### src/rtl/cache_pkg.sv
// Shared encodings for the two-processor cache arbiter and its mux.
// The mux and the benches use these encodings as well.
package cache_pkg;

   typedef enum logic [1:0] {
      IDLE   = 2'd0,
      GRANT1 = 2'd1,
      GRANT2 = 2'd2
   } arb_state_t;

   localparam logic SEL_PROC1 = 1'b0;
   localparam logic SEL_PROC2 = 1'b1;

   localparam int CNT_W = 4;

endpackage

### src/rtl/cache_arb_timer.sv
// Hold counter for one granted access.
// last_cycle flags the cycle that carries the owner's Ack.
module cache_arb_timer
   import cache_pkg::*;
#(
   parameter int HOLD_CYCLES = 2
) (
   input  logic clk,
   input  logic rst,
   input  logic start,
   input  logic clr,
   output logic last_cycle
);

   logic [CNT_W-1:0] cnt;

   // Counts only while an access continues; any exit or new grant zeroes it.
   always_ff @(posedge clk or posedge rst) begin
      if (rst) begin
         cnt <= '0;
      end else if (start || clr) begin
         cnt <= '0;
      end else begin
         cnt <= cnt + {{(CNT_W-1){1'b0}}, 1'b1};
      end
   end

   assign last_cycle = (cnt == CNT_W'(HOLD_CYCLES - 1));

endmodule

### src/rtl/cache_arbiter.sv
// Two-processor cache port arbiter.
// Uses bounded-burst round-robin with a fixed hold time and a one-cycle turnaround.
module cache_arbiter
   import cache_pkg::*;
#(
   parameter int HOLD_CYCLES = 2,
   parameter int MAX_BURST   = 4
) (
   input  logic clk,
   input  logic rst,
   input  logic proc1_Req,
   input  logic proc2_Req,
   output logic proc1_Ack,
   output logic proc2_Ack,
   output logic sel,
   output logic cache_En,
   output logic owner_Busy
);

   localparam logic [CNT_W-1:0] MAX_B = CNT_W'(MAX_BURST);

   arb_state_t       state;
   arb_state_t       next_state;
   logic             last_grant;
   logic [CNT_W-1:0] burst_cnt;
   logic             grant_sel;
   logic             grant_start;
   logic             timer_clr;
   logic             last_cycle;

   // A tie keeps the previous owner only while its current burst is open and below the cap.
   always_comb begin
      grant_sel = SEL_PROC1;
      if (proc1_Req && proc2_Req) begin
         if ((burst_cnt != '0) && (burst_cnt < MAX_B)) begin
            grant_sel = last_grant;
         end else begin
            grant_sel = ~last_grant;
         end
      end else if (proc2_Req) begin
         grant_sel = SEL_PROC2;
      end
   end

   assign grant_start = (state == IDLE) && (proc1_Req || proc2_Req);
   assign timer_clr   = (next_state == IDLE);

   always_ff @(posedge clk or posedge rst) begin
      if (rst) begin
         state <= IDLE;
      end else begin
         state <= next_state;
      end
   end

   always_comb begin
      next_state = state;
      case (state)
         IDLE: begin
            if (grant_start) begin
               next_state = (grant_sel == SEL_PROC2) ? GRANT2 : GRANT1;
            end
         end
         GRANT1: begin
            if (last_cycle || !proc1_Req) begin
               next_state = IDLE;
            end
         end
         GRANT2: begin
            if (last_cycle || !proc2_Req) begin
               next_state = IDLE;
            end
         end
         default: next_state = IDLE;
      endcase
   end

   always_comb begin
      cache_En   = (state != IDLE);
      owner_Busy = (state != IDLE);
      proc1_Ack  = (state == GRANT1) && last_cycle;
      proc2_Ack  = (state == GRANT2) && last_cycle;
   end

   // Grant bookkeeping; sel deliberately keeps its value through IDLE so the mux never toggles needlessly.
   always_ff @(posedge clk or posedge rst) begin
      if (rst) begin
         sel        <= SEL_PROC1;
         last_grant <= SEL_PROC2;
         burst_cnt  <= '0;
      end else if (state == IDLE) begin
         if (grant_start) begin
            sel <= grant_sel;
            if (grant_sel == last_grant) begin
               if (burst_cnt < MAX_B) begin
                  burst_cnt <= burst_cnt + {{(CNT_W-1){1'b0}}, 1'b1};
               end
            end else begin
               burst_cnt  <= {{(CNT_W-1){1'b0}}, 1'b1};
               last_grant <= grant_sel;
            end
         end else begin
            burst_cnt <= '0;
         end
      end
   end

   cache_arb_timer #(
      .HOLD_CYCLES(HOLD_CYCLES)
   ) u_timer (
      .clk       (clk),
      .rst       (rst),
      .start     (grant_start),
      .clr       (timer_clr),
      .last_cycle(last_cycle)
   );

endmodule

### config.mk
export PLATFORM = sky130hd
export DESIGN_NAME = cache_arbiter
export DESIGN_NICKNAME = d
export VERILOG_FILES = /design/src/rtl/cache_pkg.sv /design/src/rtl/cache_arb_timer.sv /design/src/rtl/cache_arbiter.sv
export SDC_FILE = /design/constraint.sdc
export NUM_CORES = 1
export LEC_CHECK = 0
export ABC_AREA = 1
export CORE_MARGIN = 3
export CORE_UTILIZATION = 40
export DETAILED_ROUTE_END_ITERATION = 12
export PLACE_DENSITY = 0.72
export SYNTH_ARGS = -nofsm -noshare
export SYNTH_HDL_FRONTEND = slang
export SYNTH_SLANG_ARGS = --single-unit
export TNS_END_PERCENT = 1
### constraint.sdc
create_clock -name clk -period 1.5 [get_ports clk]
set_input_delay 0.3 -clock clk [delete_from_list [all_inputs] [get_ports clk]]
set_output_delay 0.3 -clock clk [all_outputs]
set_load 0.01 [all_outputs]
# Yosys cells after proc, flatten, opt, wreduce, memory -nomap -nowiden
# Index checks and enable logic that the tools add are counted.
# W data, S select, Z words.
# classes
add_sub_neg	2
order_cmp	1
n_eq_ne	5
n_mux	12
bitwise_logic	2
reduce_logical	18
# op_table
op	n
$mux W4	4
$add A4 B1 Y4 const B	2
$mux W2	4
$pmux W2 S3	1
$logic_and A1 B1 Y1	5
$eq A4 B1 Y1 const B	1
$logic_not A2 Y1	2
$logic_or A1 B1 Y1	4
$lt A4 B3 Y1 const B	1
$reduce_and A2 Y1	2
$reduce_bool A4 Y1	1
$mux W1	3
$ne A3 B3 Y1 const B	1
$reduce_and A3 Y1	1
$eq A2 B1 Y1 const B	1
$eq A2 B2 Y1 const B	1
$logic_not A1 Y1	2
$not A1 Y1	2
$reduce_bool A2 Y1	1
$eq A1 B1 Y1	1
# totals
regBits	12
inputBits	4
out_inout_bits	5
wordCells	45

# Logic depth before layout (Yosys ltp)
# Gate-level depths: netlist of run 1.
# logic_depth
ltp_word	10
depth_mapped	12
ltp_nobuf	12

# Modules after synthesis
# A second synthesis of run 1 with hierarchy kept.
# unflattened
cells_unflattened	88
area_unflattened_um2	737.0
# modules_own_cells
module	n_inst	cells_each	area_each_um2	seq_area_each_um2
cache_arbiter	1	66	543.0	201.4
cache_arb_timer	1	22	193.9	100.1

# Worst setup path before layout of run 1
# No wires, ideal clock.
# synth_timing
path_type	register to output
startpoint	reg u_timer.cnt[1]
endpoint	out proc1_Ack
arrival_ns	1.199
required_ns	1.200
path_slack_ns	0.001
path_stages_with_launch	6
path_buffers	0
path_cell_list	dfrtp_1 inv_1 ha_1 nor3b_2 inv_1 nor3_1
# synth_via
elab_chain_cells	2
# synth_rtl
item	line	rtl
start: declaration	cache_arb_timer.sv:15	logic [CNT_W-1:0] cnt;
start signal: assignment	cache_arb_timer.sv:24	cnt <= cnt + {{(CNT_W-1){1'b0}}, 1'b1};
$eq A4 B1 Y1	cache_arb_timer.sv:28	assign last_cycle = (cnt == CNT_W'(HOLD_CYCLES - 1));
$logic_and A1 B1 Y1	cache_arbiter.sv:81	proc1_Ack = (state == GRANT1) && last_cycle;
end: declaration	cache_arbiter.sv:13	output logic proc1_Ack,
# Every way passes these cells.

# Worst setup path after layout of run 1
# Same ends and word-level chain as after synthesis.

==> results.yml, run 1 <==
run_status:
  status: "complete, but fails checks"
  violations: "negative setup slack"
worst_setup_path:
  crit_fanout: 2
  slowest_delay_ps: 380
  path_class: "flip-flop to output port"
  path_cells: "inv_1 -> ha_1 -> nor3b_4 -> inv_2 -> nor3_1 -> buf_2"
  startpoint_type: "flip-flop"
  critical_path_required_ps: 1200
  slowest_stage: "dfrtp_1"
  crit_arrival_ps: 1380
  critPathTopFamily: "flip-flops"
  crit_buf_inv: 3
  end_kind: "output port"
synth:
  synthTopCellsByCount: "dfrtp_1, inv_1, nand2_1"
  dominantRegCellSynth: "dfrtp_1"
  avgSynthCellArea_sq_um: 9.74
  synth-seq-cells: 12
  yosys.area.top_type: "dfrtp_1"
  yosysUniqueCellTypes: 26
  synth_top_area_share_pct: 36.2
  syn_inst: 78
  syn_area_sq_um: 759
  yosysSeqAreaShare_pct: 39.7
  ys_warn_count: 0
  synth.area.top_cells: "dfrtp_1, ha_1, inv_1"
  synth_edf_count: 0
  postSynth.asyncResetShare_pct: 100
  syn_nets: 86
timing:
  slew_viol_final: 0
  layout_setup_ws_ps: -176
  fmax_mhz: 597
  period_share_pct: 112
  fin_tns_setup_ps: -312
  worstMarginPinSlew_ps: 445
  fin_crit_ps: 1680
  setup_viol_count_final: 2
  max_slew_margin_pct: 70.3
  rsz0062_at_grt: "yes"
  skew_ps: 7.66
  hold_viol: 0
cts:
  h-tree-depth: 1
  clk-insertion-delay-late_ps: 270
  clk_pin_slew_ps: 80
  cts_buffers: 3
  cts_hold_buf: 0
  cts_tree: "done"
  clock_sinks: 12
  clockBufferDepth: 2
  root_buffer: "clkbuf_4"
routing:
  finalWirelength_microns: 1410
  ant_nets: 0
  drc: 0
  avgRoutedWirePerCell_microns: 10.9
  via_per_inst: 4.63
  num_vias: 597
  dr.pass1.iters: 4
  first_iter_violations: 6
finish:
  fin_cells: 129
  antenna_cells: 0
  area_growth_pct: 34.1
  nFillCells: 163
  nets: 113
  drive_gt1_share_pct: 46.2
floorplan:
  num_io_pins: 9
  initial_core_util_pct: 43.0
  core_sq_um: 1760
  die_width_microns: 49.6
  die_h_microns: 49.6
  dieArea_sq_um: 2460
  row_count: 15
pwr:
  leakage_nw: 0.515
  powerDensity_nw_per_um2: 1850
  ir_drop_v: 0.000773
global_routing:
  grt_util_all_layers_pct: 13.4
  grt_overflow: 0
  first_global_vias: 605
  grt_first_pass_wirelength_microns: 2480
  antenna_found_initial: 0
  grt_max_degree: 13
placed_design:
  gp_congestion: 0.706
  dpl.cell_count: 122
  numPortBuffers: 8
  dp_hpwl_microns: 1140
min_path:
  hold_path.class: "input port to asynchronous set/reset pin"
flow_run:
  max_cap_viol_count: 0
==> report_power, final <==
group / total, W / internal (W) / switching, W
combinational: 0.00113 / 0.000522 / 0.000612
clock: 0.000259 / 0.000147 / 0.000111
sequential: 0.000496 / 0.000429 / 0.0000661
==> cell usage in the layout (no fill, tap or decap), types with 2 or more instances in the layout <==
cell	synthesis	final
nor2_2	6	6
dfrtp_1	11	11
clkdlybuf4s50_1	0	3
nor2_1	2	2
buf_4	1	14
clkbuf_2	0	2
o21ai_0	2	2
nand2_2	3	3
nand2_1	10	10
xnor2_1	2	2
nand3_1	8	8
clkbuf_4	0	3
nand3_2	2	2
ha_1	4	4
inv_1	11	9
inv_2	2	4
buf_2	0	2
==> repair_timing <==
action | CTS | global route
gates resized for setup | 13 | 6
setup endpoints to repair | 4 | 13
cloned | 0 | 0
setup buffers | 3 | 0
==> kinds of logic (layout without fill, tap and decap cells) <==
group           count (synthesis)  in the layout  share of synthesized area, %
flops                          12             12                          39.7
buf+inv                        14             40                          7.41
xor+xnor                        3              3                          3.46
compound gates                  7              7                          9.72
fa+ha+maj                       4              4                          6.59
simple gates                   38             38                          33.1
==> metal layers <==
| metal | up-vias | part of all wire [%] | GRT usage [%] |
|---|---|---|---|
| li1 | 302 | - | - |
| met1 | 274 | 44 | 14.5 |
| met2 | 16 | 50 | 23.8 |
| met3 | 5 | 3.9 | 3.32 |
| met4 | 0 | 2.2 | 6.91 |
| met5 | - | 0 | 0 |
==> flip-flops by register name, summed over array words and instances (netlist names) <==
register	flops
burst_cnt	4
last_grant	1
sel	1
state	2
u_timer.cnt	4
==> area by class of cell <==
cell class	instances	area [sq um]	share of cell area, %
Multi-Input combinational cell	52	413	40.5
Sequential cell	12	302	29.6
Timing Repair Buffer	23	188	18.4
Inverter	13	48.8	4.79
Clock buffer	4	36.3	3.56
Tap cell	25	31.3	3.07
==> worst paths after layout <==
kind                                startpoint              to  slack, ps  depth (start not counted)
worst max-delay path            u_timer.cnt[1]       proc1_Ack       -180                          6
worst min-delay path                       rst    burst_cnt[1]        320                          2
worst max register to register    burst_cnt[1]  u_timer.cnt[2]         30                         10
worst min register to register    burst_cnt[1]    burst_cnt[1]        510                          2
max in group asynchronous                  rst      last_grant        850                          2
min in group clk                  burst_cnt[1]    burst_cnt[1]        510                          2
==> per-stage QoR <==
step	worst slack, ps	area (sq um)	hold slack, ps	utilization [%]	total power, W
3_5_place_dp	-308	966	497	54.8	0.00162
2_1_floorplan	0.910	759	164	-	0.00120
3_3_place_gp	-241	966	495	54.8	0.00158
6_report	-176	1020	317	57.7	0.00189
5_1_grt	-288	1020	365	57.7	0.00204
4_1_cts	-179	1010	334	57.5	0.00190
Power figures use the tool's default switching activity.
==> run 2, diff against run 1 <==
- PLACE_DENSITY: 0.72 -> unset
==> results.yml, run 2 (synthesis results as in run 1) <==
worst_setup_path:
  r2r-end: "u_timer.cnt[3]"
  startpoint_type: "flip-flop"
  worst-r2r-cell-count: 8
  crit_arrival_ps: 1410
  crit_buf_inv: 3
  critPathMostFrequentCell: "inv_2"
  r2r-start: "u_timer.cnt[1]"
  critical_path_required_ps: 1200
  end_kind: "output port"
  slowest_stage: "dfrtp_1"
  r2r_setup_slack_ps: 30
  path_class: "flip-flop to output port"
  crit_fanout: 2
  slowest_delay_ps: 400
  critPathTopFamily: "flip-flops"
  path_cells: "inv_2 -> ha_4 -> nor3b_4 -> inv_2 -> nor3_2 -> buf_2"
pwr:
  power.share.clock_pct: 10.7
  leakage_nw: 0.520
  p_seq_share_pct: 26.0
  p_int_w: 0.00115
  ir_drop_v: 0.00111
  swShare_pct: 41.2
  powerDensity_nw_per_um2: 1840
  p_comb_share_pct: 63.3
  p_switching_w: 0.000810
finish:
  nets: 116
  drive_gt1_share_pct: 47.7
  fin_cells: 132
  antenna_cells: 0
  reg.largest.list: "burst_cnt: 4 flops, u_timer.cnt: 4 flops, state: 2 flops"
  nFillCells: 172
  final_common_cell: "buf_4"
  final_cell_mix: "buf_4, dfrtp_1, nand2_1"
  area_growth_pct: 40.7
global_routing:
  grt_overflow: 0
  first_global_vias: 605
  grt_max_degree: 13
  grt_util_all_layers_pct: 13.7
  grt_first_pass_wirelength_microns: 2640
  antenna_found_initial: 0
routing:
  avgRoutedWirePerCell_microns: 10.8
  finalWirelength_microns: 1420
  num_vias: 593
  ant_nets: 0
  first_iter_violations: 4
  drc: 0
  dr.pass1.iters: 4
  via_per_inst: 4.49
floorplan:
  row_count: 15
  initial_core_util_pct: 43.0
  core_sq_um: 1760
  die_width_microns: 49.6
  num_io_pins: 9
  dieArea_sq_um: 2460
  die_h_microns: 49.6
cts:
  root_buffer: "clkbuf_4"
  cts_buffers: 3
  clockBufferDepth: 2
  clk_pin_slew_ps: 80
  clock_sinks: 12
  cts_hold_buf: 0
  cts_tree: "done"
  h-tree-depth: 1
  clk-insertion-delay-late_ps: 270
timing:
  setup_viol_count_final: 2
  skew_ps: 5.60
  fin_crit_ps: 1710
  max_slew_margin_pct: 70.4
  rsz0062_at_grt: "yes"
  worstMarginPinSlew_ps: 444
  hold_viol: 0
  slew_viol_final: 0
  period_share_pct: 114
  layout_setup_ws_ps: -206
  fmax_mhz: 586
placed_design:
  dpl.cell_count: 125
  gp_congestion: 0.756
  numPortBuffers: 8
  dp_slack_ps: -367
  dp_hpwl_microns: 1080
run_status:
  status: "complete, but fails checks"
  violations: "negative setup slack"
flow_run:
  max_cap_viol_count: 0
min_path:
  hold_path.class: "input port to asynchronous set/reset pin"
[run 2: what timing repair did]
action	CTS	global route
resized for setup	18	5
setup buffers	3	0
pin swaps	1	0
endpoints found under the setup margin	4	12
[run 2: power by group through the flow]
| stage | clock network (W) | logic (W) | registers, W |
|---|---|---|---|
| 3_3_place_gp | 0 | 0.00114 | 0.000496 |
| 6_report | 0.000209 | 0.00124 | 0.000511 |
| 2_1_floorplan | 0 | 0.000692 | 0.000507 |
| 4_1_cts | 0.000215 | 0.00124 | 0.000496 |
| 5_1_grt | 0.000234 | 0.00138 | 0.000523 |
| 3_5_place_dp | 0 | 0.00116 | 0.000501 |
[run 2: metrics by stage]
stage	util [%]	area (sq um)	hold WS (ps)	total power, W	TNS (ps)
after CTS	59.6	1050	344	0.00195	-628
after global routing	60.6	1070	358	0.00214	-1150
final	60.6	1070	327	0.00196	-397
after detailed placement	56.0	988	494	0.00166	-2000
after floorplan	-	759	164	0.00120	0
after global placement	56.0	988	496	0.00164	-1550
[run 2: worst max-delay path by stage]
stage                     cells after the start  slack [ps]         to      startpoint
after floorplan                               5         0.9  proc1_Ack  u_timer.cnt[1]
after global placement                        6        -230  proc2_Ack  u_timer.cnt[1]
after detailed placement                      6        -370  proc1_Ack  u_timer.cnt[1]
after CTS                                     6        -260  proc1_Ack  u_timer.cnt[1]
after global routing                          6        -310  proc2_Ack  u_timer.cnt[1]
final                                         6        -210  proc1_Ack  u_timer.cnt[1]
[run 2: cell type report]
| cell class | instances | area [sq um] | share of cell area [%] |
|---|---|---|---|
| Clock buffer | 4 | 26.3 | 2.46 |
| Timing Repair Buffer | 26 | 225 | 21.1 |
| Sequential cell | 12 | 302 | 28.2 |
| Inverter | 13 | 48.8 | 4.57 |
| Multi-Input combinational cell | 52 | 435 | 40.7 |
| Tap cell | 25 | 31.3 | 2.93 |
[run 2: worst reg2reg max path: cells and delay by family (launching register included)]
family | cells | cell delay [ps]
buf+inv | 3 | 310
compound gates | 2 | 270
flops | 1 | 400
simple gates | 2 | 250
fa+ha+maj | 1 | 120
[run 2: routing by layer]
metal | vias up | share of wire, % | track usage [%]
met3 | 2 | 2.7 | 2.42
met2 | 6 | 50 | 22.7
met5 | - | 0 | 0
met4 | 0 | 0.84 | 5.53
li1 | 305 | - | -
met1 | 280 | 46 | 17.5
==> run 3, diff against run 2 <==
- CTS_BUF_LIST: unset -> sky130_fd_sc_hd__clkbuf_8 sky130_fd_sc_hd__clkbuf_16
==> results.yml, run 3 (synthesis results as in run 1) <==
global_routing:
  grt_overflow: 0
  grt_util_all_layers_pct: 14.2
  grt_first_pass_wirelength_microns: 2690
  first_global_vias: 609
  grt_max_degree: 13
  antenna_found_initial: 0
placed_design:
  dp_slack_ps: -367
  dpl-instance-area_sq_um: 988
  numPortBuffers: 8
  gp_congestion: 0.756
  dp_hpwl_microns: 1080
timing:
  layout_setup_ws_ps: -160
  rsz0062_at_grt: "yes"
  period_share_pct: 111
  fmax_mhz: 602
  setup_viol_count_final: 2
  hold_viol: 0
  fin_crit_ps: 1660
  worstMarginPinSlew_ps: 444
  slew_viol_final: 0
  max_slew_margin_pct: 70.4
  skew_ps: 5.36
finish:
  drive_gt1_share_pct: 48.6
  nFillCells: 172
  final_cell_mix: "buf_4, dfrtp_1, inv_1, nand2_1, nand3_1"
  design_area_sq_um: 1090
  reg.largest.list: "burst_cnt: 4 flops, u_timer.cnt: 4 flops, state: 2 flops"
  antenna_cells: 0
  area_growth_pct: 43.8
  nets: 116
  final_common_cell: "buf_4"
pwr:
  p_switching_w: 0.000833
  p_comb_share_pct: 60.6
  p_int_w: 0.00123
  swShare_pct: 40.4
  power.share.clock_pct: 14.6
  powerDensity_nw_per_um2: 1890
  p_seq_share_pct: 24.8
  leakage_nw: 0.537
  ir_drop_v: 0.00112
worst_setup_path:
  crit_arrival_ps: 1360
  critPathMostFrequentCell: "inv_2"
  crit_buf_inv: 3
  critical_path_required_ps: 1200
  critPathTopFamily: "flip-flops"
  slowest_delay_ps: 390
  slowest_stage: "dfrtp_1"
  startpoint_type: "flip-flop"
  crit_fanout: 2
  path_class: "flip-flop to output port"
  path_cells: "inv_2 -> ha_4 -> nor3b_4 -> inv_2 -> nor3_2 -> buf_2"
  end_kind: "output port"
cts:
  clockBufferDepth: 2
  cts_hold_buf: 0
  cts_tree: "done"
  clock_sinks: 12
  clk_pin_slew_ps: 60
  clk-insertion-delay-late_ps: 240
  cts_buffers: 3
  root_buffer: "clkbuf_8"
  h-tree-depth: 1
min_path:
  hold_path.class: "input port to asynchronous set/reset pin"
routing:
  first_iter_violations: 9
  avgRoutedWirePerCell_microns: 11.0
  drc: 0
  num_vias: 598
  finalWirelength_microns: 1460
  via_per_inst: 4.53
  ant_nets: 0
  dr.pass1.iters: 4
floorplan:
  core_sq_um: 1760
  num_io_pins: 9
  initial_core_util_pct: 43.0
  die_width_microns: 49.6
  dieArea_sq_um: 2460
  die_h_microns: 49.6
  row_count: 15
flow_run:
  max_cap_viol_count: 0
run_status:
  status: "complete, but fails checks"
  violations: "negative setup slack"
==> run 3: changes by cell type in the layout (fill, tap and decap cells not counted) <==
cell             previous run  this run
clkbuf_4                    3         0
dlygate4sd2_1               0         2
inv_1                       8         9
nand2_1                    10         9
clkbuf_8                    0         3
clkbuf_1                    1         0
clkdlybuf4s15_1             2         0
nand2_4                     1         2
==> run 3: area by class of cell <==
| class | count | area, sq um | share of cell area, % |
|---|---|---|---|
| inverters | 13 | 48.8 | 4.47 |
| clock buffers | 3 | 41.3 | 3.78 |
| multi-input cells | 52 | 443 | 40.5 |
| well taps | 25 | 31.3 | 2.86 |
| flip-flops and latches | 12 | 302 | 27.6 |
| repair buffers | 26 | 223 | 20.4 |
| clock inverters | 1 | 3.75 | 0.344 |
==> run 3: stage by stage <==
| stage | total power, W | instances | setup TNS [ps] | util, % | hold WS, ps |
|---|---|---|---|---|---|
| 2_1_floorplan | 0.00120 | 78 | 0 | - | 164 |
| 5_1_grt | 0.00224 | 132 | -1010 | 61.9 | 400 |
| 3_5_place_dp | 0.00166 | 125 | -2000 | 56.0 | 494 |
| 4_1_cts | 0.00202 | 132 | -526 | 60.4 | 384 |
| 6_report | 0.00206 | 132 | -312 | 61.9 | 360 |
| 3_3_place_gp | 0.00164 | 125 | -1550 | 56.0 | 496 |
==> run 3: repair_timing <==
item,CTS,global route
cloned,0,0
buffers inserted,3,0
endpoints found under the setup margin,4,11
gates resized for setup,16,7
pin swaps,1,0
==> run 3: final timing paths <==
check	cells past startpoint	from	endpoint	slack, ps
max in group asynchronous	2	rst	last_grant	800
worst min-delay path	2	rst	state[1]	360
min in group clk	2	sel	sel	510
worst min register to register	2	sel	sel	510
worst max register to register	8	u_timer.cnt[1]	u_timer.cnt[3]	40
worst max-delay path	6	u_timer.cnt[1]	proc1_Ack	-160
==> run 3: power groups by stage <==
| stage | registers, W | clock network, W | logic (W) |
|---|---|---|---|
| floorplan | 0.000507 | 0 | 0.000692 |
| global placement | 0.000496 | 0 | 0.00114 |
| detailed placement | 0.000501 | 0 | 0.00116 |
| CTS | 0.000495 | 0.000303 | 0.00123 |
| global route | 0.000524 | 0.000330 | 0.00139 |
| finish | 0.000511 | 0.000301 | 0.00125 |
==> run 3: worst register-to-register path, cell delays in order, from the launching register on <==
cell      delay, ps
dfrtp_1         390
inv_2            70
ha_4            120
nor3b_4         210
buf_4           140
buf_6           100
o21ai_4          60
o21bai_4        210
nor2_2           40
==> run 3: layer usage <==
layer / wire length (microns) / GRT usage, % / vias up
met5: 0 / 0 / -
met4: 20 / 5.53 / 0
met3: 49 / 4.23 / 4
met2: 729 / 23.1 / 9
met1: 658 / 17.5 / 277
li1: - / - / 308
